==> config.mk <==
export PLATFORM = sky130hd
export DESIGN_NAME = ifu_prefetch
export DESIGN_NICKNAME = d
export VERILOG_FILES = /design/src/rtl/ifu_prefetch.sv
export SDC_FILE = /design/constraint.sdc
export NUM_CORES = 1
export LEC_CHECK = 0
export CORE_MARGIN = 2
export CORE_UTILIZATION = 61
export DETAILED_ROUTE_END_ITERATION = 7
export GPL_TIMING_DRIVEN = 0
export MAX_ROUTING_LAYER = met4
export PLACE_DENSITY_LB_ADDON = 0.12
export SYNTH_ARGS = -nofsm -noshare
export SYNTH_HDL_FRONTEND = slang
export SYNTH_SLANG_ARGS = --single-unit
==> constraint.sdc <==
create_clock -name clk -period 26 [get_ports clk]
set_clock_uncertainty 0.1 [all_clocks]
set_input_delay 6.5 -clock clk [delete_from_list [all_inputs] [get_ports clk]]
set_output_delay 6.5 -clock clk [all_outputs]
set_load 0.01 [all_outputs]
==> src/rtl/ifu_prefetch.sv <==
// ifu_prefetch: instruction fetch unit with a DEPTH-entry prefetch queue.
// Issues sequential word fetches over a req/ack handshake (one outstanding
// request at most), buffers {word, pc+4} and presents the head to decode.
// A redirect flushes the queue and restarts fetching at redirect_pc. A request
// that is already outstanding is never withdrawn; its data is discarded.
//
// Ports:
//   clk, rst                  clock, synchronous active-high reset
//   mem_req, mem_addr         fetch request and word-aligned address
//   mem_ack, mem_rdata        memory response handshake and data
//   instr_valid, instr,       queue head (instr/instr_pc_next are 0 when empty)
//   instr_pc_next
//   consume                   decode takes the head this cycle
//   redirect, redirect_pc     flush and refetch from redirect_pc & ~3
//   perf_fetched,             (only with IFU_PERF_EN) accepted-word and
//   perf_dropped              discarded-word event counters
//
// Optional feature macro: IFU_PERF_EN adds the two performance counters.
module ifu_prefetch #(
  parameter int unsigned DEPTH    = 4,
  parameter logic [31:0] RESET_PC = 32'h0000_3000
) (
  input  logic        clk,
  input  logic        rst,
  output logic        mem_req,
  output logic [31:0] mem_addr,
  input  logic        mem_ack,
  input  logic [31:0] mem_rdata,
  output logic        instr_valid,
  output logic [31:0] instr,
  output logic [31:0] instr_pc_next,
  input  logic        consume,
  input  logic        redirect,
  input  logic [31:0] redirect_pc
`ifdef IFU_PERF_EN
  ,
  output logic [31:0] perf_fetched,
  output logic [31:0] perf_dropped
`endif
);

  localparam int unsigned PW = (DEPTH > 1) ? $clog2(DEPTH) : 1;
  localparam int unsigned CW = $clog2(DEPTH) + 1;

  typedef struct packed {
    logic [31:0] word;
    logic [31:0] pc_next;
  } entry_t;

  typedef enum logic [1:0] {
    IDLE = 2'd0,
    REQ  = 2'd1,
    DROP = 2'd2
  } state_t;

  state_t        state, state_next;
  logic [31:0]   fetch_pc, fetch_pc_next;
  logic [PW-1:0] rd_ptr, rd_next, wr_ptr, wr_next;
  logic [CW-1:0] count, count_next, remain;
  entry_t        fifo_mem [DEPTH];
  entry_t        push_entry, head_next;
  logic          valid_next, req_next, accept, push, pop;
  logic [31:0]   addr_next;
`ifdef IFU_PERF_EN
  logic [31:0]   drop_inc;
`endif

  // Next-state, queue bookkeeping and next registered outputs
  always_comb begin
    state_next    = state;
    accept        = (state != IDLE) && mem_ack;
    push          = (state == REQ) && mem_ack && !redirect;
    pop           = consume && (count != '0) && !redirect;
    count_next    = count + CW'(push) - CW'(pop);
    remain        = count - CW'(pop);
    rd_next       = rd_ptr + PW'(pop);
    wr_next       = wr_ptr + PW'(push);
    fetch_pc_next = push ? (fetch_pc + 32'd4) : fetch_pc;
    push_entry    = '{word: mem_rdata, pc_next: fetch_pc + 32'd4};
    head_next     = '0;
    valid_next    = 1'b0;

    // Head after this edge: surviving entry, else the word pushed into an empty queue
    if (remain != '0) begin
      head_next  = fifo_mem[rd_next];
      valid_next = 1'b1;
    end else if (push) begin
      head_next  = push_entry;
      valid_next = 1'b1;
    end

    // Requests only issue when a slot is guaranteed for the returning word
    case (state)
      IDLE:    if (count_next < CW'(DEPTH)) state_next = REQ;
      REQ:     if (mem_ack) state_next = (count_next < CW'(DEPTH)) ? REQ : IDLE;
      DROP:    if (mem_ack) state_next = REQ;
      default: state_next = IDLE;
    endcase

    // Redirect overrides push/pop; an unacked outstanding request must drain in DROP
    if (redirect) begin
      count_next    = '0;
      rd_next       = '0;
      wr_next       = '0;
      fetch_pc_next = redirect_pc & ~32'd3;
      head_next     = '0;
      valid_next    = 1'b0;
      state_next    = ((state != IDLE) && !mem_ack) ? DROP : REQ;
    end

    req_next  = (state_next != IDLE);
    // While draining, the old address stays on the bus
    addr_next = (state_next == DROP) ? mem_addr : fetch_pc_next;

`ifdef IFU_PERF_EN
    drop_inc = (redirect ? 32'(count) : 32'd0)
             + 32'((accept && ((state == DROP) || redirect)) ? 1'b1 : 1'b0);
`endif
  end

  // State and control registers
  always_ff @(posedge clk) begin
    if (rst) begin
      state         <= IDLE;
      fetch_pc      <= RESET_PC;
      rd_ptr        <= '0;
      wr_ptr        <= '0;
      count         <= '0;
      mem_req       <= 1'b0;
      mem_addr      <= RESET_PC;
      instr_valid   <= 1'b0;
      instr         <= '0;
      instr_pc_next <= '0;
    end else begin
      state         <= state_next;
      fetch_pc      <= fetch_pc_next;
      rd_ptr        <= rd_next;
      wr_ptr        <= wr_next;
      count         <= count_next;
      mem_req       <= req_next;
      mem_addr      <= addr_next;
      instr_valid   <= valid_next;
      instr         <= head_next.word;
      instr_pc_next <= head_next.pc_next;
    end
  end

  // Queue storage; contents are qualified by count so no reset is needed
  always_ff @(posedge clk) begin
    if (!rst && push) fifo_mem[wr_ptr] <= push_entry;
  end

`ifdef IFU_PERF_EN
  // Event counters, wrapping at 2^32
  always_ff @(posedge clk) begin
    if (rst) begin
      perf_fetched <= '0;
      perf_dropped <= '0;
    end else begin
      perf_fetched <= perf_fetched + 32'(push);
      perf_dropped <= perf_dropped + drop_inc;
    end
  end
`endif

endmodule

==> impl_metrics.json <==
{
  "synth_cell_types": 70,
  "maxSlewViolCount": 0,
  "antenna_found_initial": 0,
  "antenna_cells": 0,
  "h-tree-depth": 2,
  "num_vias": 10204,
  "num_rows": 58,
  "viasPerCell": 6.11,
  "die_width_um": 164,
  "hold_viol": 0,
  "grt_pass1_wl_mm": 55.7,
  "peakVddDrop_mv": 0.0441,
  "hpwl_mm": 25.5,
  "max_freq_ghz": 0.0964,
  "overflow": 0,
  "final-seq-area_sq_um": 10500,
  "outcome": "completed",
  "syn_area_per_cell_sq_um": 14.4,
  "synth_edf_count": 256,
  "core_sq_um": 25100,
  "clockBufferDepth": 3,
  "p_total_mw": 1.33,
  "max-slew-margin-rel": 0.374,
  "gp_congestion": 0.923,
  "crit_type": "in2reg",
  "ys_ff_latch": 395,
  "die_h_um": 164,
  "ant_nets": 0,
  "initial_core_util": 0.619,
  "synthFlopType": "edfxtp_1",
  "drv_cap": 0,
  "synth.most_common_cell": "edfxtp_1",
  "clk_pin_slew_ns": 0.06,
  "postLayoutCoreUtil": 0.763,
  "cts_resized": 0,
  "postCtsSetupBuffers": 0,
  "routed_wl_mm": 36.9,
  "avgRoutedWirePerCell_um": 22.1,
  "synth_area_leaders": "edfxtp_1 (49%), dfxtp_1 (18%), mux4_2 (9.3%), nand2_1 (2.0%), nand3_1 (2.0%)",
  "numCtsBuffers": 40,
  "drt-initial-drc-count": 1063,
  "synth_common_cells": "edfxtp_1 (256), dfxtp_1 (139), nand2_1 (83), mux4_2 (64)",
  "min_period_ns": 10.38,
  "min_period_over_period": 0.399,
  "grt_pass1_vias": 10065,
  "setup_viol_count_final": 0,
  "die_area_sq_um": 26800,
  "cts_tree": "built",
  "total_leakage_power_nw": 6.38,
  "fillers": 1537,
  "place_area_sq_um": 17900,
  "setup_ws_ns": 15.62,
  "async_reset_ff_frac": 0,
  "required_ns": 26.29,
  "start_kind": "primary input",
  "critical_path.cell_chain": "clkdlybuf4s50_1, inv_1, clkbuf_1, clkbuf_1, o311a_1, ha_1, xor2_1, clkbuf_1, clkbuf_1, mux4_2, a22oi_1, nor2_1",
  "hold_class": "reg2reg",
  "synth_nets": 1155,
  "rrSetupSlack_ns": 22.35,
  "ios": 167,
  "layout-drive-gt1-share": 0.146,
  "synth_area_sq_um": 15600,
  "place_ws_ns": 15.21,
  "drtPass1Iterations": 5,
  "powerDensity_nw_per_um2": 69.2,
  "port_buffers": 163,
  "endpoint_kind": "register",
  "clk_latency_ns": 0.53,
  "syn_inst": 1078,
  "yosys.area.top_type": "edfxtp_1",
  "grt_max_degree": 29,
  "ys_warn_count": 0,
  "seq_area_frac_synth": 0.673,
  "synth_top_cell_area_share": 0.494,
  "rsz0062_at_grt": "false",
  "multiInputGateArea_sq_um": 4750,
  "cp_slowest_cell": "clkbuf_1",
  "cts_root_buffer": "clkbuf_16",
  "cp_common_cell": "clkbuf_1",
  "critPathMaxStageDelay_ns": 0.60,
  "syn2layout_area_growth_pct": 23.2,
  "final_cell_area_sq_um": 19200,
  "tns_ns": 0,
  "drc": 0,
  "worstPathArrival_ns": 10.66,
  "cts.hold.buffers_added": 0,
  "tightest_slew_ns": 0.939,
  "numClockSinks": 395,
  "fin_nets": 1384,
  "crit_fanout": 10,
  "track_usage": 0.286
}
## cell families after synthesis
group / after synthesis / synth area share
flip-flops: 395 / 0.673
AND/OR/NAND/NOR: 314 / 0.105
adder cells (fa/ha/maj): 8 / 0.00692
multiplexers: 75 / 0.0998
buffers and inverters: 89 / 0.0234
AO/OA/AOI/OAI: 154 / 0.0672
XOR/XNOR: 43 / 0.0242
## registers in the layout, indices dropped and copies added (netlist names)
signal	cells
fifo_mem	256
fetch_pc	32
instr	32
instr_pc_next	32
mem_addr	32
count	3
rd_ptr	2
state	2
wr_ptr	2
instr_valid	1
mem_req	1
## path summary, 6_finish.rpt
kind	cells past startpoint	start	endpoint
setup reg to reg	13	state[0]	mem_req
hold reg to reg	2	mem_addr[26]	mem_addr[26]
setup / recovery	12	redirect	instr_pc_next[12]
hold / removal	2	mem_addr[26]	mem_addr[26]
## layer usage
layer	vias up	wire length [um]	GRT usage
met3	94	2880	0.0470
met4	0	1140	0.106
met1	5013	14900	0.379
met5	-	0	-
met2	507	18000	0.451
li1	4590	-	-
## layout by cell type (no fill, tap or decap), types with 4 or more instances in the layout
| master | count |
|---|---|
| a21oi_1 | 56 |
| o31a_1 | 4 |
| nand2b_1 | 7 |
| buf_12 | 4 |
| nor3_1 | 22 |
| nor4_1 | 13 |
| a22oi_1 | 11 |
| o21ai_0 | 23 |
| buf_1 | 11 |
| clkinv_1 | 11 |
| nor2_1 | 59 |
| nand2_1 | 83 |
| nand3_1 | 61 |
| nand4_1 | 6 |
| edfxtp_1 | 256 |
| a31oi_1 | 8 |
| xor2_1 | 24 |
| and2_1 | 14 |
| mux2i_1 | 10 |
| inv_1 | 13 |
| dfxtp_1 | 139 |
| buf_6 | 6 |
| buf_2 | 16 |
| and4_1 | 6 |
| ha_1 | 7 |
| clkbuf_1 | 52 |
| mux4_2 | 64 |
| and3_1 | 7 |
| nor4_2 | 6 |
| xnor2_1 | 19 |
| a32o_1 | 18 |
| buf_4 | 15 |
| clkdlybuf4s50_1 | 163 |
| clkbuf_16 | 42 |
| o31ai_1 | 6 |
| clkinv_2 | 8 |
## metrics by stage
stage	hold slack, ns	std cells
after floorplan	0.376	1078
after global placement	0.343	1571
after detailed placement	0.339	1595
after CTS	0.362	1669
after global routing	0.380	1669
final	0.355	1669
## power breakdown
group,leakage (nW),total (mW),internal (mW),switching (mW)
logic,2.30,0.0816,0.0355,0.0461
registers,3.45,0.686,0.679,0.00766
clock network,0.635,0.557,0.328,0.229
## area by class of cell
cell class                      count  share of cell area
Buffer                             75              0.0163
Clock buffer                       50              0.0569
Clock inverter                     24              0.0103
Inverter                           14             0.00274
Multi-Input combinational cell    594               0.248
Sequential cell                   395               0.546
Tap cell                          330              0.0215
Timing Repair Buffer              187              0.0981
## critical path: cells and delay by family
family / cells / cell delay (ns)
AOI/OAI and AO/OA: 2 / 0.65
xor gates and xnor gates: 1 / 0.19
adders and majority gates: 1 / 0.19
buffers and inverters: 6 / 2.66
muxes: 1 / 0.40
and+or+nand+nor: 1 / 0.07
(Power assumes the default switching activity.)
